<file path="src/rtl/uart_bus_ctrl.sv">
// UART bus-master sequencer: programs SCCR, polls SCSR, moves bytes between
// valid/ready streams and TDR/RDR, and buffers received bytes in a small FIFO.
//
// state  | meaning
// -------+----------------------------------------------------------
// IDLE   | bus idle, choose next access (config > poll)
// CFG_WR | write SCCR with rie=1 and baudsel
// POLL   | read SCSR, pick RX drain, TX write or back to idle
// RD_RDR | read RDR, push into FIFO unless the byte had a frame error
// WR_TDR | write tx_data into TDR, accept the stream byte
module uart_bus_ctrl #(
   parameter int RX_DEPTH = 4,
   parameter int CNT_W    = 3
) (
   input  logic             clk,
   input  logic             rstb,
   input  logic [1:0]       baudsel,
   input  logic             cfg_start,
   input  logic [7:0]       tx_data,
   input  logic             tx_valid,
   output logic             tx_ready,
   output logic [7:0]       rx_data,
   output logic             rx_valid,
   input  logic             rx_ready,
   output logic [CNT_W-1:0] rx_level,
   output logic             ovr_err,
   output logic             frm_err,
   input  logic             err_clr,
   input  logic             sciirq,
   output logic             scisel,
   output logic             rw,
   output logic [1:0]       addr,
   output logic [7:0]       dout,
   output logic             doe,
   input  logic [7:0]       din
);

   localparam int PTR_W = (RX_DEPTH > 1) ? $clog2(RX_DEPTH) : 1;

   typedef enum logic [2:0] {
      IDLE   = 3'd0,
      CFG_WR = 3'd1,
      POLL   = 3'd2,
      RD_RDR = 3'd3,
      WR_TDR = 3'd4
   } state_t;

   state_t state, state_nx;

   logic             run;
   logic             cfg_pend;
   logic             status_fe;
   logic             push, pop, fifo_full;
   logic [PTR_W-1:0] wr_ptr, rd_ptr;
   logic [7:0]       mem [RX_DEPTH];
   logic             unused_din;

   assign unused_din = ^din[5:2];

   assign fifo_full = (rx_level == CNT_W'(RX_DEPTH));
   assign rx_valid  = (rx_level != '0);
   assign pop       = rx_ready && rx_valid;
   assign push      = (state == RD_RDR) && !status_fe;
   assign rx_data   = mem[rd_ptr];

   // run holds off the first SCCR write for one cycle so reset outputs stay idle
   always_ff @(posedge clk or negedge rstb) begin
      if (!rstb) begin
         state <= CFG_WR;
         run   <= 1'b0;
      end else begin
         state <= state_nx;
         run   <= 1'b1;
      end
   end

   always_comb begin
      state_nx = state;
      scisel   = 1'b0;
      rw       = 1'b0;
      addr     = 2'b00;
      dout     = 8'h00;
      doe      = 1'b0;
      tx_ready = 1'b0;
      case (state)
         IDLE: begin
            if (cfg_pend)
               state_nx = CFG_WR;
            else if (sciirq || tx_valid)
               state_nx = POLL;
         end
         CFG_WR: begin
            if (run) begin
               scisel   = 1'b1;
               rw       = 1'b1;
               addr     = 2'b11;
               doe      = 1'b1;
               dout     = {1'b0, 1'b1, 4'b0000, baudsel};
               state_nx = IDLE;
            end
         end
         POLL: begin
            scisel = 1'b1;
            addr   = 2'b01;
            if (din[6] && !fifo_full)
               state_nx = RD_RDR;
            else if (din[7] && tx_valid)
               state_nx = WR_TDR;
            else
               state_nx = IDLE;
         end
         RD_RDR: begin
            scisel   = 1'b1;
            state_nx = IDLE;
         end
         WR_TDR: begin
            scisel   = 1'b1;
            rw       = 1'b1;
            doe      = 1'b1;
            dout     = tx_data;
            tx_ready = 1'b1;
            state_nx = IDLE;
         end
         default: state_nx = IDLE;
      endcase
   end

   always_ff @(posedge clk or negedge rstb) begin
      if (!rstb) begin
         cfg_pend  <= 1'b0;
         status_fe <= 1'b0;
         ovr_err   <= 1'b0;
         frm_err   <= 1'b0;
      end else begin
         if (cfg_start)
            cfg_pend <= 1'b1;
         else if (state == CFG_WR && run)
            cfg_pend <= 1'b0;

         if (state == POLL)
            status_fe <= din[0];

         // a new error seen in POLL outranks a simultaneous clear
         if (state == POLL && din[1])
            ovr_err <= 1'b1;
         else if (err_clr)
            ovr_err <= 1'b0;

         if (state == POLL && din[0])
            frm_err <= 1'b1;
         else if (err_clr)
            frm_err <= 1'b0;
      end
   end

   always_ff @(posedge clk or negedge rstb) begin
      if (!rstb) begin
         wr_ptr   <= '0;
         rd_ptr   <= '0;
         rx_level <= '0;
      end else begin
         if (push)
            wr_ptr <= wr_ptr + PTR_W'(1);
         if (pop)
            rd_ptr <= rd_ptr + PTR_W'(1);
         case ({push, pop})
            2'b10:   rx_level <= rx_level + CNT_W'(1);
            2'b01:   rx_level <= rx_level - CNT_W'(1);
            default: rx_level <= rx_level;
         endcase
      end
   end

   always_ff @(posedge clk) begin
      if (push)
         mem[wr_ptr] <= din;
   end

endmodule
</file>
<file path="config.mk">
export PLATFORM = sky130hd
export DESIGN_NAME = uart_bus_ctrl
export DESIGN_NICKNAME = d
export VERILOG_FILES = /design/src/rtl/uart_bus_ctrl.sv
export SDC_FILE = /design/constraint.sdc
export NUM_CORES = 1
export LEC_CHECK = 0
export ABC_AREA = 1
export CAP_MARGIN = 20
export CORE_UTILIZATION = 48
export CTS_CLUSTER_SIZE = 30
export DETAILED_ROUTE_END_ITERATION = 12
export HOLD_SLACK_MARGIN = 0.12
export PLACE_DENSITY_LB_ADDON = 0.1
export SKIP_LAST_GASP = 1
export SLEW_MARGIN = 20
export SYNTH_ARGS = -nofsm -noshare
export SYNTH_HDL_FRONTEND = slang
export SYNTH_SLANG_ARGS = --single-unit
</file>
<file path="constraint.sdc">
create_clock -name clk -period 2.4 [get_ports clk]
set_input_delay 0.48 -clock clk [delete_from_list [all_inputs] [get_ports clk]]
set_output_delay 0.48 -clock clk [all_outputs]
set_load 0.01 [all_outputs]
</file>
### After elaboration in Yosys (flattened, before gate mapping)

Memories as Yosys holds them, arrays and structs flattened.
Index checks and enable logic that the tools add are counted.

| storage, ports and cells | value |
|---|---|
| memory bits (writable) | 32 |
| output and inout bits | 28 |
| word-level logic and storage cells | 63 |
| register bits after elaboration | 15 |
| bits of input ports | 25 |
| memories kept | 1 |

Memories:

| name | depth | width | read ports | clocked after Yosys merged registers in | write ports | line | source |
|---|---|---|---|---|---|---|---|
| mem | 4 | 8 | 1 | 0 | 1 | 55 | `logic [7:0] mem [RX_DEPTH];` |

| operators by class | value |
|---|---|
| eq/ne operators | 9 |
| muxes and demuxes | 22 |
| add/sub/neg operators | 4 |
| reduce and logical (&&, ||, !) cells | 18 |

Operators by type and width:

| cell | number |
|---|---|
| $pmux W8 S2 | 1 |
| $mux W3 | 5 |
| $mux W1 | 9 |
| $pmux W3 S3 | 1 |
| $reduce_bool A2 Y1 | 4 |
| $logic_and A1 B1 Y1 | 7 |
| $mux W7 | 1 |
| $eq A3 B2 Y1 const B | 2 |
| $eq A3 B3 Y1 const B | 2 |
| $pmux W3 S2 | 1 |
| $add A2 B1 Y2 const B | 2 |
| $pmux W1 S2 | 2 |
| $pmux W2 S2 | 1 |
| $add A3 B1 Y3 const B | 1 |
| $eq A3 B1 Y1 const B | 1 |
| $logic_not A3 Y1 | 1 |
| $ne A3 B3 Y1 const B | 1 |
| $reduce_bool A3 Y1 | 1 |
| $reduce_or A3 Y1 | 1 |
| $sub A3 B1 Y3 const B | 1 |
| $eq A2 B1 Y1 const B | 1 |
| $eq A2 B2 Y1 const B | 1 |
| $logic_not A1 Y1 | 2 |
| $mux W2 | 1 |
| other kinds (3) | 3 |

### Longest topological paths before layout

Gate-level depths: netlist of the first run.

| depth | value |
|---|---|
| depth after elaboration | 5 |
| mapped depth | 10 |
| mapped depth without buffers | 10 |

### Worst setup path after synthesis of the first run

OpenSTA, ideal clock, no wires.

| timing | value |
|---|---|
| path type | register to register |
| from | reg rx_level[0] |
| to | reg rx_level[2] |
| arrival | 1.855 ns |
| stages on the path, launching flop included | 11 |
| setup slack | 0.466 ns |
| path buffers | 0 |
| path through | dfrtp_1 -> inv_1 -> nand3_1 -> nand2_1 -> inv_1 -> ha_1 -> inv_1 -> fa_1 -> or2_2 -> nand2_1 -> xor2_1 |

| between the ends | value |
|---|---|
| word-level cells in the longest chain between the ends | 4 |

RTL lines:

| item | line | source |
|---|---|---|
| from (decl) | 25 | `output logic [CNT_W-1:0] rx_level,` |
| from (signal assigned) | 167 | `2'b10: rx_level <= rx_level + CNT_W'(1);` |
| from (signal assigned) | 168 | `2'b01: rx_level <= rx_level - CNT_W'(1);` |
| from (signal assigned) | 169 | `default: rx_level <= rx_level;` |
| $reduce_bool A3 Y1 (*) | 61 | `assign rx_valid = (rx_level != '0);` |
| net rx_valid | 23 | `output logic rx_valid,` |
| $logic_and A1 B1 Y1 (*) | 62 | `assign pop = rx_ready && rx_valid;` |
| net pop | 53 | `logic push, pop, fifo_full;` |
| $eq A2 B1 Y1 or $eq A2 B2 Y1 (tied branches) | 166 | `case ({push, pop})` |
| $pmux W3 S2 or $reduce_bool A2 Y1 (tied branches) | n/a |  |

The timed path passes the listed nets; every way through them passes the cells marked *.
A chain may end at the register's enable or synchronous reset.

### Worst setup path in the final report of the first run

| timing | value |
|---|---|
| from | reg state[1] |
| to | out scisel |

| between the ends | value |
|---|---|
| word-level cells in the longest chain between the ends | 3 |

RTL lines:

| item | line | source |
|---|---|---|
| from (decl) | 48 | `state_t state, state_nx;` |
| from (signal assigned) | 72 | `state <= state_nx;` |
| $eq A3 B2 Y1 or $eq A3 B3 Y1 (tied branches) | 85 | `case (state)` |
| $reduce_or A3 Y1 (no line) | n/a |  |
| $pmux W1 S2 (*) | 85 |  |
| to (decl) | 30 | `output logic scisel,` |

Mark *: on every way between the ends. The rest lies on a longest branch, timed or not.

==> results of run 1 <==
-- stage by stage --
step	TNS [ns]	setup slack [ns]	utilization, %	cell area (um^2)	hold slack [ns]
5_1_grt	-0.04727	-0.03509	68.65	2805	0.5532
3_3_place_gp	0	0.1561	66.11	2701	0.4979
4_1_cts	0	0.008666	68.06	2781	0.5154
6_report	0	0.04606	68.65	2805	0.5106
3_5_place_dp	0	0.08496	66.11	2701	0.5025
2_1_floorplan	0	0.4662	-	2091	0.1844
-- worst paths after layout --
check / cells after the start / to / startpoint
max in group asynchronous: 1 / state[2] / rstb
min reg2reg: 1 / rx_level[0] / rx_level[0]
max reg2reg: 6 / rx_level[1] / state[0]
min in group asynchronous: 1 / wr_ptr[1] / rstb
min: 1 / rx_level[0] / rx_level[0]
max: 4 / scisel / state[1]
-- timing repair --
action	CTS	global route
hold endpoints to repair	0	0
setup endpoints to repair	1	11
resized for setup	1	4
setup buffers	0	2
pin swaps	0	0
-- layout by cell type, fill, tap and decap left out, types with 2 or more instances in the layout --
cell / synthesis / final
a21oi_1: 3 / 3
buf_4: 2 / 9
clkbuf_1: 0 / 2
clkbuf_8: 0 / 5
clkdlybuf4s50_1: 0 / 51
clkinv_2: 0 / 2
dfrtp_1: 14 / 12
dfrtp_2: 0 / 2
edfxtp_1: 32 / 32
ha_1: 5 / 5
inv_1: 23 / 23
inv_2: 6 / 5
nand2_1: 19 / 19
nand2_2: 2 / 2
nand3_1: 6 / 6
nand3_2: 2 / 2
nor2_1: 30 / 30
nor2_4: 2 / 3
o21ai_0: 20 / 20
o21ai_1: 3 / 3
o22ai_1: 8 / 8
xor2_1: 3 / 3
-- routing by layer --
metal  up-vias  wire, um
li1        765         -
met3         6       151
met1       698      1756
met4         0        49
met2        36      2147
met5         -         0
-- power by group through the flow --
stage / Combinational (mW) / Clock (mW) / Sequential (mW)
2_1_floorplan: 0.656 / 0 / 1.09
3_3_place_gp: 1.20 / 0 / 1.09
3_5_place_dp: 1.22 / 0 / 1.09
4_1_cts: 1.22 / 0.444 / 1.07
5_1_grt: 1.38 / 0.475 / 1.09
6_report: 1.24 / 0.435 / 1.08
-- cells in the mapped netlist, types with 2 or more instances --
master | instances | share of area, %
o21ai_1 | 3 | 0.72
dfrtp_1 | 14 | 17
nand2_1 | 19 | 3.4
buf_2 | 2 | 0.48
buf_4 | 2 | 0.72
nor2_4 | 2 | 1.1
ha_1 | 5 | 3.0
inv_2 | 6 | 1.1
inv_1 | 23 | 4.1
o22ai_1 | 8 | 2.4
nand3_2 | 2 | 0.96
o21ai_0 | 20 | 4.8
nand2_2 | 2 | 0.60
a21oi_1 | 3 | 0.72
nand3_1 | 6 | 1.4
nor2_1 | 30 | 5.4
edfxtp_1 | 32 | 46
xor2_1 | 3 | 1.3
-- cell families (layout without fill, tap and decap cells) --
group,Yosys count,in the layout
xor gates and xnor gates,4,4
and+or+nand+nor,65,65
buffers and inverters,33,98
adders and majority gates,6,6
AOI/OAI and AO/OA,36,36
DFF,47,47
other,1,1
-- registers in the layout, summed over array words and instances, names as in the netlist --
name	flops
status_fe	1
wr_ptr	2
cfg_pend	1
run	1
rd_ptr	2
ovr_err	1
mem	32
frm_err	1
state	3
rx_level	3
-- worst max-delay path: stages, from the launching register on --
cell	delay (ns)
dfrtp_2	0.47
nor2_4	0.17
nand2_2	0.14
a32oi_1	0.23
clkdlybuf4s50_1	0.58
-- cell type report --
cell class,count,area share [%]
flip-flops and latches,47,47.77
multi-input cells,112,22.26
repair buffers,61,20.92
inverters,29,3.925
clock buffers,7,2.721
well taps,50,2.230
clock inverters,1,0.1784
==> run_results.csv, run 1 <==
group,metric,value,unit
power_and_ir_drop,p_leak,1.148,nW
status,status,"complete, no violations",
global_routing,grt_pass1_wl,6.396,mm
logic_synthesis,yosysWarnings,0,
worst_setup_path,cp.required,1.92,ns
sta,hold_viol,0,
worst_setup_path,critPathKind,"reg2out",
clocking,htreeDepth,2,
sta,final_max_slew_viol_count,0,
logic_synthesis,synth_compound_area_share,9.396,%
floorplanning,pin_count,53,
final_layout,nNetsFinal,287,
floorplanning,die_w,68,um
logic_synthesis,synth_xor_area_share,1.676,%
route,ant_nets,0,
power_and_ir_drop,power.share.combinational,45.0,%
floorplanning,dieArea,0.004624,mm^2
sta,finalClockSkew,0.007721,ns
logic_synthesis,synth-main-ff-cell,"edfxtp_1",
floorplanning,fp-row-count,23,
global_routing,grt_pass1_vias,1396,
sta,rsz0062_at_grt,"yes",
floorplanning,start_util,51.16,%
logic_synthesis,postSynthCellCount,192,
clocking,cts_root_buf,"clkbuf_8",
sta,setup_violations,0,
route,wl,4.104,mm
route,dr_total_vias,1505,
final_layout,seqCellArea,0.001340,mm^2
logic_synthesis,synth_edf_count,32,
sta,clock.fmax,424.8,MHz
final_layout,fillCellCount,321,
placement,dpl.hpwl,3.054,mm
worst_setup_path,crit_fanout,8,
worst_setup_path,r2r_slack,0.38,ns
global_routing,antenna_found_initial,0,
sta,period_minus_slack,2.354,ns
floorplanning,core,0.004086,mm^2
global_routing,gr-usage-met2,32.60,%
route,viasPerCell,4.902,
final_layout,fin_cells,307,
clocking,clkSinkCount,47,
power_and_ir_drop,total_power,2.748,mW
min_path,hold_class,"reg2reg",
worst_setup_path,arrival,1.87,ns
logic_synthesis,ys_seq_area_share,63.97,%
global_routing,met1_usage,24.84,%
floorplanning,die_y,68,um
job,maxCapViolations,0,
final_layout,area_growth,34.17,%
logic_synthesis,syn_nets,223,
global_routing,top_usage_layer,"met2",
final_layout,drive_gt1_share,12.84,%
global_routing,grt_max_degree,19,
global_routing,met3_usage,3.500,%
final_layout,multi_input_area,624.3,um^2
power_and_ir_drop,p_int,1.786,mW
logic_synthesis,synth_top_family_by_area,"simple AND/OR/NAND/NOR gates",
logic_synthesis,synth_cell_types,28,
placement,dp.cells,297,
power_and_ir_drop,p_clk_share,15.8,%
sta,tightest_slew,0.6890,ns
worst_setup_path,crit_path_start_kind,"register",
final_layout,antenna_cells,0,
logic_synthesis,syn_avg_cell_area,10.89,um^2
route,drc,0,
power_and_ir_drop,swShare,35.00,%
power_and_ir_drop,pwr-share-seq,39.2,%
clocking,clk_pin_slew,0.08,ns
placement,io_buffers,52,
clocking,cts_tree,"done",
power_and_ir_drop,p_switching,0.9618,mW
power_and_ir_drop,p_per_area,979.5,mW/mm^2
power_and_ir_drop,vdd_ir_drop_max,0.6460,mV
logic_synthesis,syn_area,0.002091,mm^2
worst_setup_path,critPathCaptureType,"output port",
global_routing,overflow,0,
sta,slew_headroom,53.92,%
logic_synthesis,synthAdderAreaFrac,3.950,%
route,dr.first_iter.drc_count,93,
clocking,clk_latency,0.29,ns
sta,period_share,98.08,%
route,drt_pre_antenna_iters,4,
logic_synthesis,synth_seq_cells,47,
logic_synthesis,yosys.area_share.simple,14.42,%
route,wl_per_cell,13.37,um
clocking,cts_buffers,5,
placement,place_congestion,0.7677,
global_routing,grt_use_total,19.32,%
clocking,post_cts_hold_buffer_count,0,
logic_synthesis,async_reset_ff_share,31.91,%
logic_synthesis,muxShareOfSynthArea,0,%
clocking,cts.path.max_buffers,2,
(Power assumes the default switching activity.)
==> run 2: changes to the inputs <==
--- a/config.mk
+++ b/config.mk
@@ -11,6 +11,7 @@
 export CTS_CLUSTER_SIZE = 30
 export DETAILED_ROUTE_END_ITERATION = 12
 export HOLD_SLACK_MARGIN = 0.12
+export MAX_ROUTING_LAYER = met4
 export PLACE_DENSITY_LB_ADDON = 0.1
 export SKIP_LAST_GASP = 1
 export SLEW_MARGIN = 20
==> run_results.csv, run 2 (synthesized netlist as in run 1, its figures left out) <==
group,metric,value,unit
status,status,"complete, no violations",
final_layout,largest_reg_flops,32,
route,wl_per_cell,13.29,um
global_routing,grt_use_total,19.89,%
clocking,cts_tree,"done",
floorplanning,pin_count,53,
clocking,clk_pin_slew,0.08,ns
final_layout,finish.instance_area,0.002805,mm^2
sta,rsz0062_at_grt,"yes",
power_and_ir_drop,p_switching,0.9638,mW
worst_setup_path,critPathSlowestCell,"clkdlybuf4s50_1",
placement,place_congestion,0.7780,
final_layout,area_growth,34.17,%
route,viasPerCell,4.873,
power_and_ir_drop,p_leak,1.148,nW
route,wl,4.081,mm
min_path,min_to,"rx_level[0]",
placement,place_ws,0.08496,ns
power_and_ir_drop,p_per_area,980.2,mW/mm^2
clocking,cts.path.max_buffers,2,
worst_setup_path,worstPathCellList,"nor2_4 > nand2_2 > a32oi_1 > clkdlybuf4s50_1",
placement,dpl.hpwl,3.054,mm
clocking,cts_buffers,5,
power_and_ir_drop,p_clk_share,15.9,%
power_and_ir_drop,swShare,35.05,%
worst_setup_path,r2r_start,"state[0]",
worst_setup_path,cp.required,1.92,ns
worst_setup_path,r2r_slack,0.38,ns
worst_setup_path,r2r_end,"rx_level[1]",
sta,setup-tns-final,0,ns
placement,io_buffers,52,
clocking,clk_latency,0.29,ns
floorplanning,fp-row-count,23,
worst_setup_path,cp_top_family,"buffers and inverters",
floorplanning,dieArea,0.004624,mm^2
power_and_ir_drop,p_int,1.786,mW
route,drc,0,
final_layout,regMostFlops,"mem",
final_layout,nNetsFinal,287,
power_and_ir_drop,power.share.combinational,44.9,%
min_path,hold_class,"reg2reg",
worst_setup_path,critPathBufInv,1,
route,ant_nets,0,
worst_setup_path,arrival,1.87,ns
worst_setup_path,critPathKind,"reg2out",
route,drt_pre_antenna_iters,4,
global_routing,grt_max_degree,19,
worst_setup_path,max_stage_delay,0.58,ns
final_layout,antenna_cells,0,
sta,slew_headroom,54.37,%
sta,period_minus_slack,2.347,ns
clocking,htreeDepth,2,
sta,clock.fmax,426.0,MHz
clocking,post_cts_hold_buffer_count,0,
worst_setup_path,crit_path_start_kind,"register",
sta,finalClockSkew,0.006412,ns
floorplanning,core,0.004086,mm^2
worst_setup_path,rr_worst_depth,6,
worst_setup_path,crit_fanout,8,
sta,period_share,97.80,%
final_layout,drive_gt1_share,12.84,%
min_path,min_from,"rx_level[0]",
sta,tightest_slew,0.6822,ns
floorplanning,die_w,68,um
route,dr.first_iter.drc_count,105,
placement,postPlaceCellArea,0.002701,mm^2
final_layout,layout_commonest_cell,"clkdlybuf4s50_1",
global_routing,overflow,0,
final_layout,final_cell_mix,"clkdlybuf4s50_1, edfxtp_1, nor2_1",
global_routing,grt_pass1_vias,1388,
power_and_ir_drop,vdd_ir_drop_max,0.6501,mV
min_path,hold_depth,1,
global_routing,antenna_found_initial,0,
floorplanning,start_util,51.16,%
job,maxCapViolations,0,
final_layout,largestRegisters,"mem (32), rx_level (3), state (3)",
floorplanning,die_y,68,um
sta,final_max_slew_viol_count,0,
sta,setup_violations,0,
global_routing,grt_pass1_wl,6.403,mm
sta,setup_slack,0.05273,ns
power_and_ir_drop,pwr-share-seq,39.2,%
route,dr_total_vias,1496,
clocking,cts_root_buf,"clkbuf_8",
sta,hold_viol,0,
clocking,clkSinkCount,47,
worst_setup_path,critPathCaptureType,"output port",
[run 2: worst max-delay path by stage]
stage / startpoint / to / cells after the start
2_1_floorplan: rx_level[0] / rx_level[2] / 10
3_3_place_gp: rx_ready / rx_level[2] / 9
3_5_place_dp: rx_ready / rx_level[2] / 9
4_1_cts: state[1] / dout[1] / 6
5_1_grt: state[1] / scisel / 4
6_report: state[1] / scisel / 4
[run 2: power groups by stage]
stage / sequential (mW) / combinational [mW] / clock (mW)
after floorplan: 1.09 / 0.656 / 0
after global placement: 1.09 / 1.20 / 0
after detailed placement: 1.09 / 1.22 / 0
after CTS: 1.07 / 1.22 / 0.444
after global routing: 1.09 / 1.38 / 0.475
final: 1.08 / 1.23 / 0.438
[run 2: routing by layer]
layer	wire (um)	up-vias	GRT usage, %
met2	2117	34	32.60
met3	163	7	3.500
met1	1747	690	24.84
met4	53	0	6.771
li1	-	765	-
met5	0	-	-
[run 2: what timing repair did]
| action | in CTS | in global routing |
|---|---|---|
| setup buffers | 0 | 2 |
| gates resized for setup | 1 | 4 |
| endpoints found under the setup margin | 1 | 11 |
[run 2: final cells by class]
cell class	instances	area, um^2
fillers	321	1281
inverters	29	110.1
well taps	50	62.56
clock buffers	7	76.32
multi-input cells	112	624.3
clock inverters	1	5.005
repair buffers	61	586.8
flip-flops and latches	47	1340
[run 2: stage by stage]
step | hold WS [ns] | instances | power (mW) | util, %
6_report | 0.5109 | 307 | 2.750 | 68.65
5_1_grt | 0.5532 | 307 | 2.945 | 68.65
4_1_cts | 0.5154 | 305 | 2.736 | 68.06
3_5_place_dp | 0.5025 | 297 | 2.308 | 66.11
3_3_place_gp | 0.4979 | 297 | 2.287 | 66.11
2_1_floorplan | 0.1844 | 192 | 1.746 | -
==> run 3: changes to the inputs <==
--- a/config.mk
+++ b/config.mk
@@ -10,6 +10,7 @@
 export CORE_UTILIZATION = 48
 export CTS_CLUSTER_SIZE = 30
 export DETAILED_ROUTE_END_ITERATION = 12
+export GPL_ROUTABILITY_DRIVEN = 1
 export HOLD_SLACK_MARGIN = 0.12
 export MAX_ROUTING_LAYER = met4
 export PLACE_DENSITY_LB_ADDON = 0.1
==> results of run 3 <==
The final DEF is identical to that of run 2; final timing and power are the same.
